<file path="src/rtl/clz_divider.sv">
// clz_divider: 32-bit unsigned restoring divider whose iteration count is cut down using upstream CLZ counts.
// Optional feature macro CLZ_DIV_EARLY_EXIT_EN: align on both clz inputs and short-cut dividend < divisor.
module clz_divider (
  input  logic        clk,
  input  logic        reset_n,
  input  logic        start,
  input  logic [31:0] dividend,
  input  logic [31:0] divisor,
  input  logic [31:0] clz_dividend,
  input  logic [31:0] clz_divisor,
  output logic [31:0] quotient,
  output logic [31:0] remainder,
  output logic        busy,
  output logic        done,
  output logic        div_by_zero
);

  typedef enum logic [1:0] {
    IDLE  = 2'd0,
    ALIGN = 2'd1,
    ITER  = 2'd2,
    DONE  = 2'd3
  } state_t;

  state_t      state_r;
  logic [31:0] dvd_r;
  logic [31:0] dvs_r;
  logic [31:0] rem_r;
  logic [31:0] q_r;
  logic [31:0] d_shift_r;
  logic [5:0]  clz_dvs_r;
  logic [5:0]  n_r;
  logic [5:0]  k_s;
  logic        early_exit_s;
  logic [31:0] rem_next_s;
  logic [31:0] q_next_s;

`ifdef CLZ_DIV_EARLY_EXIT_EN
  logic [5:0] clz_dvd_r;
  logic       unused_clz_s;
  assign unused_clz_s = ^{clz_dividend[31:6], clz_divisor[31:6]};

  // Shift distance lines the divisor MSB up with the dividend MSB; a shorter dividend finishes at once
  always_comb begin
    k_s = clz_dvs_r - clz_dvd_r;
    if (clz_dvd_r > clz_dvs_r) begin
      early_exit_s = 1'b1;
    end else begin
      early_exit_s = 1'b0;
    end
  end
`else
  logic unused_clz_s;
  assign unused_clz_s = ^{clz_dividend, clz_divisor[31:6]};

  // Without the dividend count the divisor is pushed all the way up to bit 31
  always_comb begin
    k_s          = clz_dvs_r;
    early_exit_s = 1'b0;
  end
`endif

  // One restoring-division step on the current partial remainder
  always_comb begin
    if (rem_r >= d_shift_r) begin
      rem_next_s = rem_r - d_shift_r;
      q_next_s   = {q_r[30:0], 1'b1};
    end else begin
      rem_next_s = rem_r;
      q_next_s   = {q_r[30:0], 1'b0};
    end
  end

  // Control FSM with registered results and status flags
  always_ff @(posedge clk or negedge reset_n) begin
    if (!reset_n) begin
      state_r     <= IDLE;
      dvd_r       <= 32'd0;
      dvs_r       <= 32'd0;
      rem_r       <= 32'd0;
      q_r         <= 32'd0;
      d_shift_r   <= 32'd0;
      clz_dvs_r   <= 6'd0;
      n_r         <= 6'd0;
`ifdef CLZ_DIV_EARLY_EXIT_EN
      clz_dvd_r   <= 6'd0;
`endif
      quotient    <= 32'd0;
      remainder   <= 32'd0;
      busy        <= 1'b0;
      done        <= 1'b0;
      div_by_zero <= 1'b0;
    end else begin
      case (state_r)
        IDLE: begin
          if (start) begin
            dvd_r     <= dividend;
            dvs_r     <= divisor;
            clz_dvs_r <= clz_divisor[5:0];
`ifdef CLZ_DIV_EARLY_EXIT_EN
            clz_dvd_r <= clz_dividend[5:0];
`endif
            busy      <= 1'b1;
            state_r   <= ALIGN;
          end else begin
            state_r   <= IDLE;
          end
        end
        ALIGN: begin
          if (dvs_r == 32'd0) begin
            quotient    <= 32'hFFFF_FFFF;
            remainder   <= dvd_r;
            div_by_zero <= 1'b1;
            busy        <= 1'b0;
            done        <= 1'b1;
            state_r     <= DONE;
          end else if (early_exit_s) begin
            quotient    <= 32'd0;
            remainder   <= dvd_r;
            div_by_zero <= 1'b0;
            busy        <= 1'b0;
            done        <= 1'b1;
            state_r     <= DONE;
          end else begin
            d_shift_r <= dvs_r << k_s;
            n_r       <= k_s + 6'd1;
            rem_r     <= dvd_r;
            q_r       <= 32'd0;
            state_r   <= ITER;
          end
        end
        ITER: begin
          rem_r     <= rem_next_s;
          q_r       <= q_next_s;
          d_shift_r <= d_shift_r >> 1;
          n_r       <= n_r - 6'd1;
          if (n_r == 6'd1) begin
            quotient    <= q_next_s;
            remainder   <= rem_next_s;
            div_by_zero <= 1'b0;
            busy        <= 1'b0;
            done        <= 1'b1;
            state_r     <= DONE;
          end else begin
            state_r     <= ITER;
          end
        end
        DONE: begin
          done    <= 1'b0;
          state_r <= IDLE;
        end
        default: begin
          busy    <= 1'b0;
          done    <= 1'b0;
          state_r <= IDLE;
        end
      endcase
    end
  end

endmodule

</file>
<file path="config.mk">
export PLATFORM = sky130hd
export DESIGN_NAME = clz_divider
export DESIGN_NICKNAME = d
export VERILOG_FILES = /design/src/rtl/clz_divider.sv
export SDC_FILE = /design/constraint.sdc
export NUM_CORES = 1
export LEC_CHECK = 0
export BUFFER_PORTS_ARGS = -buffer_cell sky130_fd_sc_hd__buf_2
export CAP_MARGIN = 20
export CELL_PAD_IN_SITES_DETAIL_PLACEMENT = 1
export CELL_PAD_IN_SITES_GLOBAL_PLACEMENT = 1
export CORE_MARGIN = 4
export CORE_UTILIZATION = 45
export CTS_CLUSTER_DIAMETER = 80
export DETAILED_ROUTE_END_ITERATION = 8
export PLACE_DENSITY = 0.9
export SLEW_MARGIN = 20
export SYNTH_ARGS = -nofsm -noshare
export SYNTH_HDL_FRONTEND = slang
export SYNTH_SLANG_ARGS = --single-unit
</file>
<file path="constraint.sdc">
create_clock -name clk -period 3.18 [get_ports clk]
set_input_delay 0.318 -clock clk [delete_from_list [all_inputs] [get_ports clk]]
set_output_delay 0.318 -clock clk [all_outputs]
set_load 0.02 [all_outputs]
</file>
### Word-level counts from Yosys, hierarchy flattened

Cells that the tools add are included.
W data, S select, Z words.

* reduce and logical (&&, ||, !) cells: 10
* equality and inequality tests: 8
* order comparisons: 1
* add/sub/neg operators: 3
* mux-type cells: 28
* shifts and indexed selects: 1

Operator list (number)
* $pmux W32 S2: 4
* $mux W32: 7
* $pmux W31 S2: 1
* $ge A32 B32 Y1: 1
* $logic_not A32 Y1: 1
* $shl A32 B6 Y32: 1
* $sub A32 B32 Y32: 1
* $mux W31: 1
* $pmux W6 S2: 1
* $mux W1: 9
* $ne A2 B2 Y1 const B: 4
* $pmux W2 S4: 1
* $add A6 B1 Y6 const B: 1
* $eq A6 B1 Y1 const B: 1
* $mux W6: 1
* $pmux W1 S3: 2
* $reduce_and A3 Y1: 2
* $reduce_bool A3 Y1: 2
* $sub A6 B1 Y6 const B: 1
* $eq A2 B2 Y1 const B: 2
* $reduce_and A2 Y1: 2
* $reduce_and A4 Y1: 1
* $eq A2 B1 Y1 const B: 1
* $logic_not A2 Y1: 1
* 2 further kinds: 2

* register bits: 240
* word-level logic and storage cells: 64
* bits of input ports: 131
* output and inout port bits: 67

### Longest topological paths before layout

Gate-level depths: netlist of the first run.

* depth after elaboration: 4
* depth in mapped cells: 14
* mapped depth without buffers: 12

### Least setup slack after synthesis of the first run

OpenSTA, ideal clock, no wires.

* path type: register -> register
* start point: reg rem_r[0]
* end point: reg rem_r[2]
* library setup time: 0.125 ns
* path buffers: 2
* stages on the path, launching flop included: 15
* arrival time: 2.639 ns
* clock period less this slack: 2.763 ns
* setup slack: 0.417 ns
* data required time: 3.055 ns
* cell sequence: dfrtp_1 inv_1 ha_1 fa_1 nor2b_4 o2111a_1 nor3_4 a211oi_1 o2111ai_1 and2_1 buf_6 buf_6 nand2_1 a31oi_1 mux2_2

* longest elaborated chain between the ends: 3
* elaborated cells between the ends (all ways): 4

Ends and longest elaborated chain
* from (decl): line 28 `logic [31:0] rem_r;`
* from (signal assigned): line 127 `rem_r <= dvd_r;`
* from (signal assigned): line 133 `rem_r <= rem_next_s;`
* $sub A32 B32 Y32 / $ge A32 B32 Y1 (equally long branches): line 66, 65
* $mux W32 (*): line 65 `if (rem_r >= d_shift_r) begin`
* $pmux W32 S2 (*): line 94 `case (state_r)`

Every way passes the cells marked *; elsewhere a longest branch is shown, timed or not.
A chain may end at the register's enable or synchronous reset.

### Final worst setup path of the first run

* start point: reg rem_r[0]
* end point: reg remainder[24]

* longest elaborated chain between the ends: 4
* elaborated cells between the ends (all ways): 5

Ends and longest elaborated chain
* $sub A32 B32 Y32 / $ge A32 B32 Y1 (equally long branches): line 66, 65
* $mux W32 (*): line 65
* $mux W32 (*): line 137 `if (n_r == 6'd1) begin`
* $pmux W32 S2 (*): line 94
* to (signal assigned): line 112 `remainder <= dvd_r;`
* to (signal assigned): line 119 `remainder <= dvd_r;`
* to (signal assigned): line 139 `remainder <= rem_next_s;`
* to (decl): line 12 `output logic [31:0] remainder,`

Every way passes the cells marked *; elsewhere a longest branch is shown, timed or not. The select of a mux whose other input is x is not followed.

==> impl_metrics.json, run 1 <==
{
  "status": "finished clean",
  "clock_tree.root_cell": "clkbuf_16",
  "cts_buffer_depth": 3,
  "netlist_area_um2": 13700,
  "rsz0062_at_grt": "yes",
  "drt_iter0_markers": 866,
  "syn_avg_cell_area_um2": 9.33,
  "std_cell_rows": 63,
  "clock.fmax_mhz": 324,
  "syn2layout_area_growth_pct": 19.0,
  "die_w_um": 182,
  "fin_skew_ns": 0.0234,
  "firstDrtPassIters": 5,
  "cts_num_sinks": 240,
  "gp_congestion": 0.935,
  "hold_class": "in -> reg",
  "wl_per_cell_um": 22.0,
  "finalHoldViolCount": 0,
  "yosysWarnings": 0,
  "period_minus_slack_ns": 3.09,
  "cts_buffers": 28,
  "antenna_found_initial": 1,
  "die_y_um": 182,
  "finalSetupViolations": 0,
  "vias": 12100,
  "layout_common_cells": "240 x dfrtp_1, 217 x nand2_1, 138 x buf_2",
  "slew_violations": 0,
  "synth_edf_count": 0,
  "ant_nets": 0,
  "grt_use_total_pct": 26.0,
  "io_pins": 198,
  "postRouteWirelength_um": 44600,
  "timing.rr.start": "rem_r[0]$_DFFE_PN0P_",
  "cts_tree": "yes",
  "clk_latency_ns": 0.55,
  "mostFrequentLayoutCell": "dfrtp_1",
  "cp-startpoint": "rem_r[0]$_DFFE_PN0P_",
  "cp_max_fo": 6,
  "die_area_um2": 33300,
  "crit_type": "reg -> reg",
  "grt-ovfl-total": 0,
  "ys_types": 78,
  "port_buffers": 139,
  "dp_cells": 1936,
  "final_nets": 1783,
  "clk_pin_slew_ns": 0.06,
  "grt_pass1_vias": 13100,
  "grt_start_max_net_pins": 91,
  "synth_seq_cells": 240,
  "fin_ws_ns": 0.0928,
  "maxCapViolations": 0,
  "htree_levels": 1,
  "post-route-drc-count": 0,
  "fin_crit_sh_pct": 97.1,
  "worstHoldStart": "dividend[8]",
  "crit_path_start_kind": "flip-flop",
  "hpwl_um": 30100,
  "critPathArrivalTime_ns": 3.53,
  "synthFlopType": "dfrtp_1",
  "required_ns": 3.63,
  "core-area_um2": 29800,
  "yosysSeqAreaShare_pct": 43.9,
  "stdcell_count": 2024,
  "tightest_slew_ns": 0.763,
  "pre_cts_ws_ns": 0.0332,
  "slew_headroom_pct": 49.1,
  "cp-end-kind": "flip-flop",
  "grt_pass1_wl_um": 71000,
  "initial_utilization_pct": 45.9,
  "layout-drive-gt1-share_pct": 23.0,
  "syn_inst": 1467,
  "syn_nets": 1638,
  "vias_per_cell": 5.99,
  "async_reset_ff_share_pct": 100
}
flip-flops by register name, indices dropped and copies added (netlist names):
| register | cells |
|---|---|
| d_shift_r | 32 |
| n_r | 6 |
| state_r | 2 |
| dvs_r | 32 |
| div_by_zero | 1 |
| quotient | 32 |
| dvd_r | 32 |
| remainder | 32 |
| rem_r | 32 |
| clz_dvs_r | 6 |
| done | 1 |
| q_r | 31 |
| busy | 1 |
per-layer routing:
metal,share of wire (%),track usage (%),vias up
met5,0,0,-
met4,2.3,7.27,0
met3,5.6,4.37,101
met2,51,45.7,398
met1,41,33.1,6079
li1,-,-,5539
kinds of logic after synthesis:
group	count (synthesis)	synth area share, %
AO/OA/AOI/OAI	372	17.5
XOR/XNOR	27	1.73
adder cells (fa/ha/maj)	40	3.71
buffers and inverters	151	4.54
flip-flops	240	43.9
multiplexers	158	13.2
AND/OR/NAND/NOR	479	15.4
path summary, 6_finish.rpt:
kind	to	slack, ns	cells after the start
worst max-delay path	remainder[24]$_DFFE_PN0P_	0.09	12
worst min-delay path	dvd_r[8]$_DFFE_PN0P_	0.01	2
worst max register to register	remainder[24]$_DFFE_PN0P_	0.09	12
worst min register to register	quotient[29]$_DFFE_PN0P_	0.47	2
max in group asynchronous	dvs_r[10]$_DFFE_PN0P_	1.89	3
min in group asynchronous	dvd_r[20]$_DFFE_PN0P_	0.39	2
synthesized netlist by cell type (16+ instances only):
master | count | share of area (%)
nand2_1 | 219 | 6.0
inv_1 | 46 | 1.3
o22ai_1 | 21 | 0.96
a211oi_1 | 18 | 0.99
a221oi_1 | 17 | 1.1
a31oi_1 | 20 | 0.91
ha_1 | 39 | 3.6
o21ai_0 | 79 | 2.9
xnor2_1 | 22 | 1.4
a21oi_1 | 101 | 3.7
nor3_1 | 16 | 0.59
nor2_1 | 112 | 3.1
mux2i_1 | 53 | 3.9
a21o_1 | 19 | 1.0
buf_2 | 18 | 0.66
mux2_2 | 97 | 8.0
dfrtp_1 | 240 | 44
nand3_1 | 60 | 2.2
clkbuf_1 | 63 | 1.7
stage by stage:
stage	setup TNS, ns	area, um^2	utilization (%)	hold WS (ns)
2_1_floorplan	0	13700	-	0.0224
3_3_place_gp	0	14900	49.9	0.390
3_5_place_dp	0	14900	49.9	0.401
4_1_cts	0	16200	54.2	0.0000692
5_1_grt	-0.550	16300	54.6	0.00567
6_report	0	16300	54.6	0.0104
final cells by class:
cell class                 count  area (um^2)
fill                        3372        13500
multi-input combinational   1076         7170
sequential                   240         6010
timing repair buffer         217         1470
clock buffer                  42          855
tap                          390          488
inverter                      49          184
clock inverter                 9          105
antenna                        1         2.50
worst max-delay path, stage by stage, from the launching register on:
cell and delay, ns:
dfrtp_1 0.38, inv_1 0.10, ha_2 0.21, fa_2 0.24, nor2b_4 0.05, o2111a_2 0.28, nor3_4 0.23, a21oi_2 0.14
nor4_1 0.49, o21bai_1 0.20, xnor2_1 0.29, a21boi_0 0.14, o31ai_1 0.23
repair_timing:
item	4_1_cts	5_1_grt
cloned	0	1
pin swaps	0	5
gates resized for setup	1	19
hold buffers	32	0
endpoints found under the hold margin	116	0
buffers inserted	0	3
endpoints found under the setup margin	1	51
Power of run 1 is left out: the tool's default activity adds up to more than one toggle a clock period on the data nets, which glitch-free logic cannot reach.
==> inputs of run 2 (changes only) <==
--- a/config.mk
+++ b/config.mk
@@ -14,6 +14,7 @@
 export CTS_CLUSTER_DIAMETER = 80
 export DETAILED_ROUTE_END_ITERATION = 8
 export PLACE_DENSITY = 0.9
+export RECOVER_POWER = 100
 export SLEW_MARGIN = 20
 export SYNTH_ARGS = -nofsm -noshare
 export SYNTH_HDL_FRONTEND = slang
==> impl_metrics.json, run 2 (synthesis results as in run 1) <==
{
  "rsz0062_at_grt": "yes",
  "clock.fmax_mhz": 321,
  "grt_start_max_net_pins": 91,
  "ant_nets": 0,
  "firstDrtPassIters": 5,
  "fin_skew_ns": 0.0191,
  "period_minus_slack_ns": 3.12,
  "syn2layout_area_growth_pct": 17.9,
  "crit_type": "reg -> reg",
  "io_pins": 198,
  "die_w_um": 182,
  "required_ns": 3.63,
  "cts_buffer_depth": 3,
  "critPathArrivalTime_ns": 3.56,
  "antenna_found_initial": 1,
  "drt_iter0_markers": 845,
  "clock_tree.root_cell": "clkbuf_16",
  "finalSetupViolations": 0,
  "wl_per_cell_um": 22.0,
  "core-area_um2": 29800,
  "slew_headroom_pct": -67.6,
  "reg2reg_slack_ns": 0.06,
  "grt_pass1_wl_um": 71000,
  "gp_congestion": 0.935,
  "fin_crit_sh_pct": 98.0,
  "slew_violations": 91,
  "final_nets": 1783,
  "cts_num_sinks": 240,
  "vias_per_cell": 5.97,
  "die_y_um": 182,
  "hold_class": "in -> reg",
  "initial_utilization_pct": 45.9,
  "hpwl_um": 30100,
  "port_buffers": 139,
  "maxCapViolations": 1,
  "fillers": 3403,
  "layout_common_cells": "240 x dfrtp_1, 218 x nand2_1, 112 x nor2_1",
  "grt-ovfl-total": 0,
  "vias": 12100,
  "fin_ws_ns": 0.0641,
  "post-route-drc-count": 0,
  "die_area_um2": 33300,
  "grt_use_total_pct": 26.0,
  "cts_buffers": 28,
  "tightest_slew_ns": 2.51,
  "stdcell_count": 2024,
  "grt_pass1_vias": 13100,
  "finalHoldViolCount": 0,
  "cp_max_fo": 23,
  "crit_path_start_kind": "flip-flop",
  "pre_cts_ws_ns": 0.0332,
  "final.setup.tns_ns": 0,
  "violations": "capacitance limit, slew limit",
  "std_cell_rows": 63,
  "cts_tree": "yes",
  "clk_pin_slew_ns": 0.06,
  "dp_cells": 1936,
  "clk_latency_ns": 0.55,
  "htree_levels": 1,
  "mostFrequentLayoutCell": "dfrtp_1",
  "status": "finished, violations left",
  "postRouteWirelength_um": 44600,
  "layout-drive-gt1-share_pct": 18.6,
  "cp-end-kind": "flip-flop"
}
## run 2: area by class of cell
cell class	count	area, um^2	area share, %
Clock inverter	9	105	0.651
Clock buffer	42	855	5.30
Inverter	49	184	1.14
Multi-Input combinational cell	1076	7160	44.4
Timing Repair Buffer	217	1340	8.30
Sequential cell	240	6010	37.2
Tap cell	390	488	3.02
Antenna cell	1	2.50	0.0155
## run 2: worst max-delay path, cell delays in order, from the launching register on
cell      delay (ns)
dfrtp_1         0.44
nor4_1          0.50
nand4_1         0.18
nor2_1          0.38
nand2_1         0.18
and2_0          0.26
clkbuf_2        0.48
nand3_1         0.26
o21ai_0         0.14
a41oi_2         0.21
## run 2: path summary, 6_finish.rpt
| kind | endpoint | depth (start not counted) | start |
|---|---|---|---|
| max reg2reg | rem_r[31]$_DFFE_PN0P_ | 9 | dvs_r[1]$_DFFE_PN0P_ |
| max in group asynchronous | dvd_r[26]$_DFFE_PN0P_ | 3 | reset_n |
| min in group asynchronous | dvd_r[20]$_DFFE_PN0P_ | 2 | reset_n |
| min | dvs_r[16]$_DFFE_PN0P_ | 2 | divisor[16] |
| min reg2reg | quotient[29]$_DFFE_PN0P_ | 2 | quotient[29]$_DFFE_PN0P_ |
| max | rem_r[31]$_DFFE_PN0P_ | 9 | dvs_r[1]$_DFFE_PN0P_ |
## run 2: per-stage QoR
step / util [%] / hold slack [ns] / cell area [um^2]
after floorplan: - / 0.0224 / 13700
after global placement: 49.9 / 0.390 / 14900
after detailed placement: 49.9 / 0.401 / 14900
after CTS: 54.2 / 0.0000692 / 16200
after global routing: 54.2 / 0.00571 / 16100
final: 54.2 / 0.0114 / 16100
## run 2: layer usage
| layer | vias up | wire [um] | global-route usage [%] |
|---|---|---|---|
| li1 | 5544 | - | - |
| met2 | 380 | 22700 | 45.7 |
| met5 | - | 0 | 0 |
| met1 | 6063 | 18300 | 33.1 |
| met3 | 99 | 2530 | 4.37 |
| met4 | 0 | 1040 | 7.27 |
## run 2: repair_timing
item | CTS | global route
endpoints found under the hold margin | 116 | 0
hold buffers | 32 | 0
setup endpoints to repair | 1 | 51
cloned | 0 | 1
setup buffers | 0 | 3
gates resized for setup | 1 | 19
pin swaps | 0 | 5
Power of run 2 is left out for the same reason.
==> inputs of run 3 (changes only) <==
--- a/config.mk
+++ b/config.mk
@@ -5,15 +5,15 @@
 export SDC_FILE = /design/constraint.sdc
 export NUM_CORES = 1
 export LEC_CHECK = 0
+export ABC_AREA = 1
 export BUFFER_PORTS_ARGS = -buffer_cell sky130_fd_sc_hd__buf_2
 export CAP_MARGIN = 20
 export CELL_PAD_IN_SITES_DETAIL_PLACEMENT = 1
 export CELL_PAD_IN_SITES_GLOBAL_PLACEMENT = 1
 export CORE_MARGIN = 4
-export CORE_UTILIZATION = 45
-export CTS_CLUSTER_DIAMETER = 80
+export CORE_UTILIZATION = 46
 export DETAILED_ROUTE_END_ITERATION = 8
-export PLACE_DENSITY = 0.9
+export PLACE_DENSITY = 0.94
 export RECOVER_POWER = 100
 export SLEW_MARGIN = 20
 export SYNTH_ARGS = -nofsm -noshare
==> constraint.sdc (replaced) <==
create_clock -name clk -period 4 [get_ports clk]
set_input_delay 0.4 -clock clk [delete_from_list [all_inputs] [get_ports clk]]
set_output_delay 0.4 -clock clk [all_outputs]
set_load 0.02 [all_outputs]
==> impl_metrics.json, run 3 <==
{
  "clock_tree.root_cell": "clkbuf_16",
  "final.setup.tns_ns": 0,
  "core-area_um2": 31500,
  "fin_skew_ns": 0.0150,
  "ys_types": 50,
  "synth_top_area_share_pct": 41.1,
  "cts_buffers": 27,
  "clk_pin_slew_ns": 0.06,
  "io_pins": 198,
  "syn_inst": 1983,
  "antenna_found_initial": 2,
  "postRouteWirelength_um": 52400,
  "yosys-top-cells-area": "dfrtp_1 41%, nand2_1 17%, inv_1 5.1%",
  "layout_common_cells": "671 x nand2_1, 240 x dfrtp_1, 198 x inv_1",
  "initial_utilization_pct": 46.5,
  "rsz0062_at_grt": "no",
  "grt_use_total_pct": 28.8,
  "slew_violations": 288,
  "gp_congestion": 0.944,
  "final_nets": 2240,
  "yosysWarnings": 0,
  "hold_class": "in -> reg",
  "grt_pass1_wl_um": 82300,
  "whs_endpoint": "dvd_r[7]$_DFFE_PN0P_",
  "cts_resized": 0,
  "timing.rr.start": "dvs_r[13]$_DFFE_PN0P_",
  "r2r_cells": 10,
  "die_y_um": 186,
  "cp-startpoint": "dvs_r[13]$_DFFE_PN0P_",
  "cts_setup_buffers": 0,
  "synth.largest_area_cell": "dfrtp_1",
  "htree_levels": 1,
  "clk_latency_ns": 0.56,
  "die_w_um": 186,
  "wl_per_cell_um": 21.0,
  "grt-ovfl-total": 0,
  "ant_nets": 0,
  "syn_avg_cell_area_um2": 7.38,
  "clock.fmax_mhz": 283,
  "maxCapViolations": 3,
  "netlist_area_um2": 14600,
  "vias": 14300,
  "layout-drive-gt1-share_pct": 10.4,
  "yosysSeqAreaShare_pct": 41.1,
  "tightest_slew_ns": 2.91,
  "critPathArrivalTime_ns": 3.96,
  "cts_tree": "yes",
  "finalHoldViolCount": 0,
  "cp-end-kind": "flip-flop",
  "mostFrequentLayoutCell": "nand2_1",
  "synthFlopType": "dfrtp_1",
  "required_ns": 4.43,
  "grt_pass1_vias": 15200,
  "die_area_um2": 34700,
  "firstDrtPassIters": 5,
  "yosysMostFrequentCell": "nand2_1",
  "hpwl_um": 35200,
  "drt_iter0_markers": 1159,
  "finalSetupViolations": 0,
  "grt_start_max_net_pins": 120,
  "std_cell_rows": 65,
  "min_path_cells": 2,
  "ctsHoldBuffers": 1,
  "r2r_end": "rem_r[0]$_DFFE_PN0P_",
  "reg2reg_slack_ns": 0.47,
  "period_minus_slack_ns": 3.53,
  "fin_crit_sh_pct": 88.4,
  "status": "finished, violations left",
  "vias_per_cell": 5.75,
  "post-route-drc-count": 0,
  "fillers": 4070,
  "async_reset_ff_share_pct": 100,
  "worstHoldStart": "dividend[7]",
  "syn_nets": 2154,
  "slew_headroom_pct": -94.1,
  "cp_max_fo": 60,
  "crit_path_start_kind": "flip-flop",
  "syn2layout_area_growth_pct": 11.1,
  "cts_buffer_depth": 3,
  "synth_seq_cells": 240,
  "port_buffers": 139,
  "synth_common_cells": "669 x nand2_1, 240 x dfrtp_1, 197 x inv_1",
  "violations": "capacitance limit, slew limit",
  "synth_edf_count": 0,
  "crit_type": "reg -> reg",
  "cts_num_sinks": 240
}
run 3: cell count changes after synthesis, moves of 20 or more:
cell,delta
inv_1,+151
nand3_1,+37
nand4_1,+38
mux2i_1,-47
clkbuf_1,-20
nor2_1,+36
a21oi_1,-24
mux2_2,-61
nand2_1,+450
o21ai_0,+48
nand3_2,+28
xnor2_1,-20
run 3: kinds of logic after synthesis:
| family | synth area share, % |
|---|---|
| XOR/XNOR | 1.26 |
| AO/OA/AOI/OAI | 11.5 |
| multiplexers | 3.18 |
| adder cells (fa/ha/maj) | 3.47 |
| buffers and inverters | 9.07 |
| flip-flops | 41.1 |
| AND/OR/NAND/NOR | 30.5 |
run 3: metrics by stage:
step	area, um^2	hold slack, ns	instances	util [%]	setup slack, ns
5_1_grt	16200	0.0649	2492	51.6	0.311
3_3_place_gp	15500	0.453	2440	49.2	1.12
4_1_cts	16400	0.0585	2488	52.1	0.872
3_5_place_dp	15500	0.458	2440	49.2	1.03
2_1_floorplan	14600	0.104	1983	-	1.86
6_report	16200	0.0693	2492	51.6	0.466
run 3: worst max path at each step:
stage / end / slack, ns
after floorplan: rem_r[30]$_DFFE_PN0P_ / 1.86
after global placement: remainder[9]$_DFFE_PN0P_ / 1.12
after detailed placement: remainder[12]$_DFFE_PN0P_ / 1.03
after CTS: remainder[12]$_DFFE_PN0P_ / 0.87
after global routing: n_r[3]$_DFFE_PN0P_ / 0.31
final: rem_r[0]$_DFFE_PN0P_ / 0.47
run 3: final cells by class:
class                      instances  area [um^2]  area share (%)
antenna                            3         7.51          0.0462
timing repair buffer             160          793            4.88
clock buffer                      43          826            5.08
sequential                       240         6010            37.0
tap                              402          503            3.10
clock inverter                     4         87.6           0.539
multi-input combinational       1433         7250            44.6
inverter                         207          777            4.78
run 3: layer usage:
layer,vias up,routed length (um),track usage [%]
li1,6580,-,-
met1,7134,21100,35.5
met2,479,26600,52.4
met3,137,2410,2.81
met4,0,2220,11.1
met5,-,0,0
run 3: critical path, stage by stage (launching register included):
cell and delay [ns]:
dfrtp_1 0.40, inv_1 0.15, nand4_1 0.14, nor2_1 0.14, nand2_1 0.13, nor2_1 0.12, nand2_1 0.11, nand2_4 0.55
inv_1 0.74, buf_4 0.49, o21ai_0 0.38
Power of run 3 is left out for the same reason.
